File: src/rtl/sram_bank_writer.sv
// Round-robin multi-bank write controller for the FPGA-side port of the HPS-shared SRAM.
// Fills equal banks in turn, flags each full bank, and reuses banks once the HPS releases them.
module sram_bank_writer #(
    parameter int unsigned ADDR_W     = 14,
    parameter int unsigned DATA_W     = 32,
    parameter int unsigned NUM_BANKS  = 6,
    parameter int unsigned BANK_WORDS = 2048,
    parameter int unsigned DROP_W     = 16,
    localparam int unsigned BANK_W    = (NUM_BANKS > 1) ? $clog2(NUM_BANKS) : 1,
    localparam int unsigned PTR_W     = $clog2(BANK_WORDS),
    localparam int unsigned LVL_W     = PTR_W + 1
) (
    input  logic                 clk,
    input  logic                 reset_n,
    input  logic                 en,
    input  logic                 in_valid,
    input  logic [DATA_W-1:0]    in_data,
    input  logic [NUM_BANKS-1:0] bank_release,
    output logic [ADDR_W-1:0]    sram_address,
    output logic                 sram_chipselect,
    output logic                 sram_clken,
    output logic                 sram_write,
    output logic [DATA_W-1:0]    sram_writedata,
    output logic [DATA_W/8-1:0]  sram_byteenable,
    output logic [NUM_BANKS-1:0] bank_full,
    output logic [BANK_W-1:0]    cur_bank,
    output logic [LVL_W-1:0]     fill_level,
    output logic [DROP_W-1:0]    drop_cnt,
    output logic                 overflow
);

    typedef enum logic [1:0] {StIdle, StFill, StStall} state_t;

    state_t               state;
    logic [PTR_W-1:0]     wr_ptr;
    logic [NUM_BANKS-1:0] avail_now, avail_rel, set_mask, full_next;
    logic [BANK_W:0]      idle_pick, fill_pick, stall_pick;
    logic [ADDR_W-1:0]    bank_addr;
    logic                 last_word;

    // Returns {found, index} of the first free bank at start+1 .. start+span (mod NUM_BANKS).
    function automatic logic [BANK_W:0] rr_pick(input logic [NUM_BANKS-1:0] free,
                                                input int start, input int span);
        logic [BANK_W:0]      r;
        logic [NUM_BANKS-1:0] sh;
        int                   idx;
        r = '0;
        for (int i = span; i >= 1; i--) begin
            idx = (start + i) % int'(NUM_BANKS);
            sh  = free >> idx;
            if (sh[0]) r = {1'b1, BANK_W'(idx)};
        end
        return r;
    endfunction

    always_comb begin
        avail_now  = ~bank_full;
        avail_rel  = ~(bank_full & ~bank_release);
        idle_pick  = rr_pick(avail_now, int'(NUM_BANKS) - 1, int'(NUM_BANKS));
        fill_pick  = rr_pick(avail_now, int'(cur_bank), int'(NUM_BANKS) - 1);
        stall_pick = rr_pick(avail_rel, int'(cur_bank), int'(NUM_BANKS));
        last_word  = (wr_ptr == PTR_W'(BANK_WORDS - 1));
        set_mask   = '0;
        if (state == StFill && in_valid && last_word) set_mask = NUM_BANKS'(1) << cur_bank;
        // A set on the same bit as a release wins.
        full_next  = (bank_full & ~bank_release) | set_mask;
        bank_addr  = '0;
        bank_addr[PTR_W +: BANK_W] = cur_bank;
        bank_addr[PTR_W-1:0]       = wr_ptr;
    end

    assign sram_chipselect = sram_write;
    assign sram_byteenable = '1;

    always_ff @(posedge clk or negedge reset_n) begin
        if (!reset_n) begin
            state          <= StIdle;
            wr_ptr         <= '0;
            cur_bank       <= '0;
            fill_level     <= '0;
            bank_full      <= '0;
            drop_cnt       <= '0;
            overflow       <= 1'b0;
            sram_clken     <= 1'b0;
            sram_write     <= 1'b0;
            sram_address   <= '0;
            sram_writedata <= '0;
        end else begin
            sram_clken <= 1'b1;
            sram_write <= 1'b0;
            bank_full  <= full_next;
            unique case (state)
                StIdle: begin
                    wr_ptr     <= '0;
                    fill_level <= '0;
                    if (en) begin
                        if (idle_pick[BANK_W]) begin
                            state    <= StFill;
                            cur_bank <= idle_pick[BANK_W-1:0];
                        end else begin
                            state <= StStall;
                        end
                    end
                end
                StFill: begin
                    if (in_valid) begin
                        sram_write     <= 1'b1;
                        sram_address   <= bank_addr;
                        sram_writedata <= in_data;
                        if (last_word) begin
                            wr_ptr <= '0;
                            if (fill_pick[BANK_W]) begin
                                cur_bank   <= fill_pick[BANK_W-1:0];
                                fill_level <= '0;
                            end else begin
                                state      <= StStall;
                                fill_level <= LVL_W'(BANK_WORDS);
                            end
                        end else begin
                            wr_ptr     <= wr_ptr + 1'b1;
                            fill_level <= fill_level + 1'b1;
                        end
                    end
                    // Partial bank is abandoned unflagged; the word in this cycle still lands.
                    if (!en) begin
                        state      <= StIdle;
                        wr_ptr     <= '0;
                        fill_level <= '0;
                    end
                end
                StStall: begin
                    if (in_valid) begin
                        overflow <= 1'b1;
                        if (drop_cnt != '1) drop_cnt <= drop_cnt + 1'b1;
                    end
                    if (!en) begin
                        state <= StIdle;
                    end else if (stall_pick[BANK_W]) begin
                        state      <= StFill;
                        cur_bank   <= stall_pick[BANK_W-1:0];
                        wr_ptr     <= '0;
                        fill_level <= '0;
                    end
                end
                default: state <= StIdle;
            endcase
        end
    end

endmodule

File: config.mk
export PLATFORM = sky130hd
export DESIGN_NAME = sram_bank_writer
export DESIGN_NICKNAME = d
export VERILOG_FILES = /design/src/rtl/sram_bank_writer.sv
export SDC_FILE = /design/constraint.sdc
export NUM_CORES = 1
export LEC_CHECK = 0
export CORE_MARGIN = 4
export CORE_UTILIZATION = 35
export CTS_BUF_LIST = sky130_fd_sc_hd__clkbuf_2
export DETAILED_ROUTE_END_ITERATION = 7
export PLACE_DENSITY = 0.56
export REMOVE_ABC_BUFFERS = 1
export SLEW_MARGIN = 40
export SYNTH_ARGS = -nofsm -noshare
export SYNTH_HDL_FRONTEND = slang
export SYNTH_SLANG_ARGS = --single-unit
File: constraint.sdc
create_clock -name clk -period 5.4 [get_ports clk]
set_clock_uncertainty 0.05 [all_clocks]
set_input_delay 1.35 -clock clk [delete_from_list [all_inputs] [get_ports clk]]
set_output_delay 1.35 -clock clk [all_outputs]
set_load 0.05 [all_outputs]
==> results_dict.tcl <==
set metrics [dict create \
    outcome "completed" \
    vias 5202 \
    swShare 0.5137 \
    synth_edf_count 0 \
    cts_sinks 99 \
    ant_nets 0 \
    die_area_sq_um 19800 \
    remaining_drc_errors 0 \
    period_minus_slack_ps 4663 \
    grt.overflow.total 0 \
    final_max_slew_viol_count 0 \
    hpwlAfterDp_um 12690 \
    drt-total-wl_um 16830 \
    num_rows 48 \
    nFillCells 1627 \
    synthArstFlopShare 1.000 \
    endpoint_kind "register" \
    hp-class "register to register" \
    netlist_area_sq_um 6165 \
    ir_worst_vdd_mv 0.3033 \
    final.setup.tns_ps 0 \
    cts_tree "built" \
    place.gp.congestion 0.8694 \
    cap_violations 0 \
    max-clock-path-buffers 2 \
    viasPerCell 5.303 \
    crit_path_start_kind "register" \
    r2r_slack_ps 740 \
    die_x_um 140.7 \
    crit_chain "inv_1, ha_1, xor2_2, inv_2, nand2_1, inv_1, ha_1, o211ai_1, and2_1, nor2_1, a211o_1, a211oi_2, or3_4, nand2b_1, o31ai_1" \
    core_area_sq_um 17300 \
    drt_iter0_drc 308 \
    slew_headroom 0.5333 \
    cp_max_fo 30 \
    grt_pass1_vias 5237 \
    ys_warn_count 0 \
    cts_max_level 3 \
    required_ps 5820 \
    port_buffers 128 \
    setup_viol_count_final 0 \
    die_h_um 140.7 \
    power.share.clock 0.087 \
    numCtsBuffers 9 \
    p_comb_frac 0.686 \
    power_switching_mw 2.322 \
    worst_pin_slew_ps 697.5 \
    r2r_start "cur_bank[1]" \
    avgRoutedWirePerCell_um 17.16 \
    insertedDiodeCount 0 \
    syn_avg_cell_area_sq_um 9.770 \
    grt_pass1_wl_um 27770 \
    cts_hold_buf 0 \
    synth-seq-area-share 0.4019 \
    power_mw 4.521 \
    hold_path_startpoint "drop_cnt[15]" \
    root_buffer "clkbuf_2" \
    leakage_nw 3.340 \
    whs_ps 461.0 \
    critical_path.max_stage_delay_ps 520 \
    antenna_found_initial 0 \
    initial_core_util 0.3564 \
    track_usage 0.1725 \
    syn2layout_area_growth_pct 26.08 \
    clk_pin_slew_ps 280 \
    powerDensity_nw_per_um2 581.6 \
    ys_ff_latch 99 \
    synth-main-ff-cell "dfrtp_1" \
    internal-power_mw 2.199 \
    boundaryPins 133 \
    dr.pass1.iters 7 \
    setup_ws_ps 737.3 \
    clkLatencyLatePin_ps 590 \
    final_net_count 822 \
    reg2reg_depth 15 \
    worstSetupPathType "register to register" \
    slowest_stage "dfrtp_1" \
    preCtsSetupSlack_ps 474.0 \
    drive_gt1_frac 0.1283 \
    utilization 0.4494 \
    reg2reg_to "fill_level[8]" \
    hold_end "drop_cnt[15]" \
    pwr-share-seq 0.227 \
    grt_setup_unrepaired "no" \
    synth_cell_types 75 \
    hold_depth 1 \
    postCtsSetupBuffers 0 \
    grt_max_degree 62 \
    ctsResizeCount 0 \
    max_freq_mhz 214.5 \
    hold_viol 0 \
    cp.arrival_ps 5080 \
    finalCritPeriodShare 0.8635 \
    syn_inst 631 \
]
## cells in the final DEF, fill, tap and decap left out, types with 4 or more instances in the layout
master | Yosys | final
a22o_1 | 5 | 5
nand4_1 | 15 | 15
nand3b_1 | 6 | 6
nand2_1 | 64 | 63
nor3_1 | 14 | 14
o21ai_1 | 19 | 19
mux2i_1 | 13 | 13
a211oi_1 | 6 | 6
nor2b_1 | 8 | 8
clkdlybuf4s50_1 | 0 | 127
nand2b_1 | 14 | 14
conb_1 | 1 | 5
xor2_1 | 8 | 8
o211ai_1 | 11 | 11
o31ai_1 | 8 | 8
o21ai_0 | 25 | 25
mux2_2 | 47 | 47
mux4_2 | 4 | 4
xnor2_1 | 8 | 8
buf_4 | 9 | 10
clkbuf_2 | 0 | 9
inv_1 | 21 | 21
dfrtp_1 | 99 | 99
a21oi_1 | 21 | 21
o21bai_1 | 4 | 4
and2_1 | 8 | 8
a21o_1 | 7 | 7
ha_1 | 28 | 28
inv_2 | 4 | 4
nand3_1 | 22 | 22
and3_1 | 12 | 12
nor2_1 | 37 | 37
## worst max-delay path by stage
stage | start | to | cells after the start
2_1_floorplan | cur_bank[0] | fill_level[10] | 15
5_1_grt | cur_bank[1] | fill_level[8] | 13
4_1_cts | cur_bank[1] | fill_level[8] | 15
6_report | cur_bank[1] | fill_level[8] | 15
3_3_place_gp | bank_release[5] | fill_level[4] | 10
3_5_place_dp | bank_release[5] | fill_level[6] | 10
## cells in the mapped netlist, types with 9 or more instances
cell type	count	share of area
a21oi_1	21	0.017
clkbuf_1	16	0.0097
mux2_2	47	0.086
nor3_1	14	0.011
o21ai_0	25	0.020
mux2i_1	13	0.021
nor2_1	37	0.023
buf_4	9	0.011
dfrtp_1	99	0.40
nand3_1	22	0.018
inv_1	21	0.013
and3_1	12	0.012
ha_1	28	0.057
nand4_1	15	0.015
o21ai_1	19	0.015
nand2_1	64	0.039
nand2b_1	14	0.014
o211ai_1	11	0.013
## power by group through the flow
| stage | clock network [mW] | registers (mW) | logic (mW) |
|---|---|---|---|
| 2_1_floorplan | 0 | 1.65 | 1.56 |
| 3_3_place_gp | 0 | 1.04 | 3.06 |
| 3_5_place_dp | 0 | 1.04 | 3.10 |
| 4_1_cts | 0.419 | 1.03 | 3.11 |
| 5_1_grt | 0.449 | 1.05 | 3.35 |
| 6_report | 0.394 | 1.03 | 3.10 |
## kinds of logic after synthesis
group           count (synthesis)  share of synthesized area
buf+inv                        57                    0.04364
other cells                     1                  0.0006083
xor+xnor                       17                    0.02537
compound gates                144                     0.1652
flops                          99                     0.4019
simple gates                  218                     0.1794
mux                            67                     0.1271
fa+ha+maj                      28                    0.05683
## state kept, by name (all words and copies together), names as in the netlist
name,count
bank_full,6
cur_bank,3
drop_cnt,16
fill_level,12
overflow,1
sram_address,14
sram_chipselect,1
sram_clken,1
sram_writedata,32
state,2
wr_ptr,11
## area by class of cell
class                   instances  area (sq um)  share of cell area
well taps                     225         281.5             0.03622
clock buffers                   9         45.04            0.005795
flip-flops and latches         99          2477              0.3187
multi-input cells             479          3436              0.4420
clock inverters                 6         81.33             0.01046
inverters                      25         93.84             0.01207
repair buffers                138          1358              0.1747
## through the flow
| step | instance area [sq um] | instances |
|---|---|---|
| finish | 7772 | 981 |
| CTS | 7769 | 981 |
| global placement | 7642 | 966 |
| global route | 7772 | 981 |
| floorplan | 6005 | 603 |
| detailed placement | 7642 | 966 |
## critical path: cells and delay by family (launching register included)
family | cells | cell delay [ps]
buffers and inverters | 3 | 420
XOR/XNOR | 1 | 360
flip-flops | 1 | 520
adder cells (fa/ha/maj) | 2 | 580
AND/OR/NAND/NOR | 5 | 1340
AO/OA/AOI/OAI | 4 | 1240
## layer usage
layer	track usage	vias up	part of all wire	routed length (um)
met3	0.03324	16	0.051	860
li1	-	2514	-	-
met5	0	-	0	0
met1	0.2241	2516	0.43	7315
met4	0.04640	0	0.012	195
met2	0.2949	156	0.50	8462
Power figures use the tool's default switching activity.
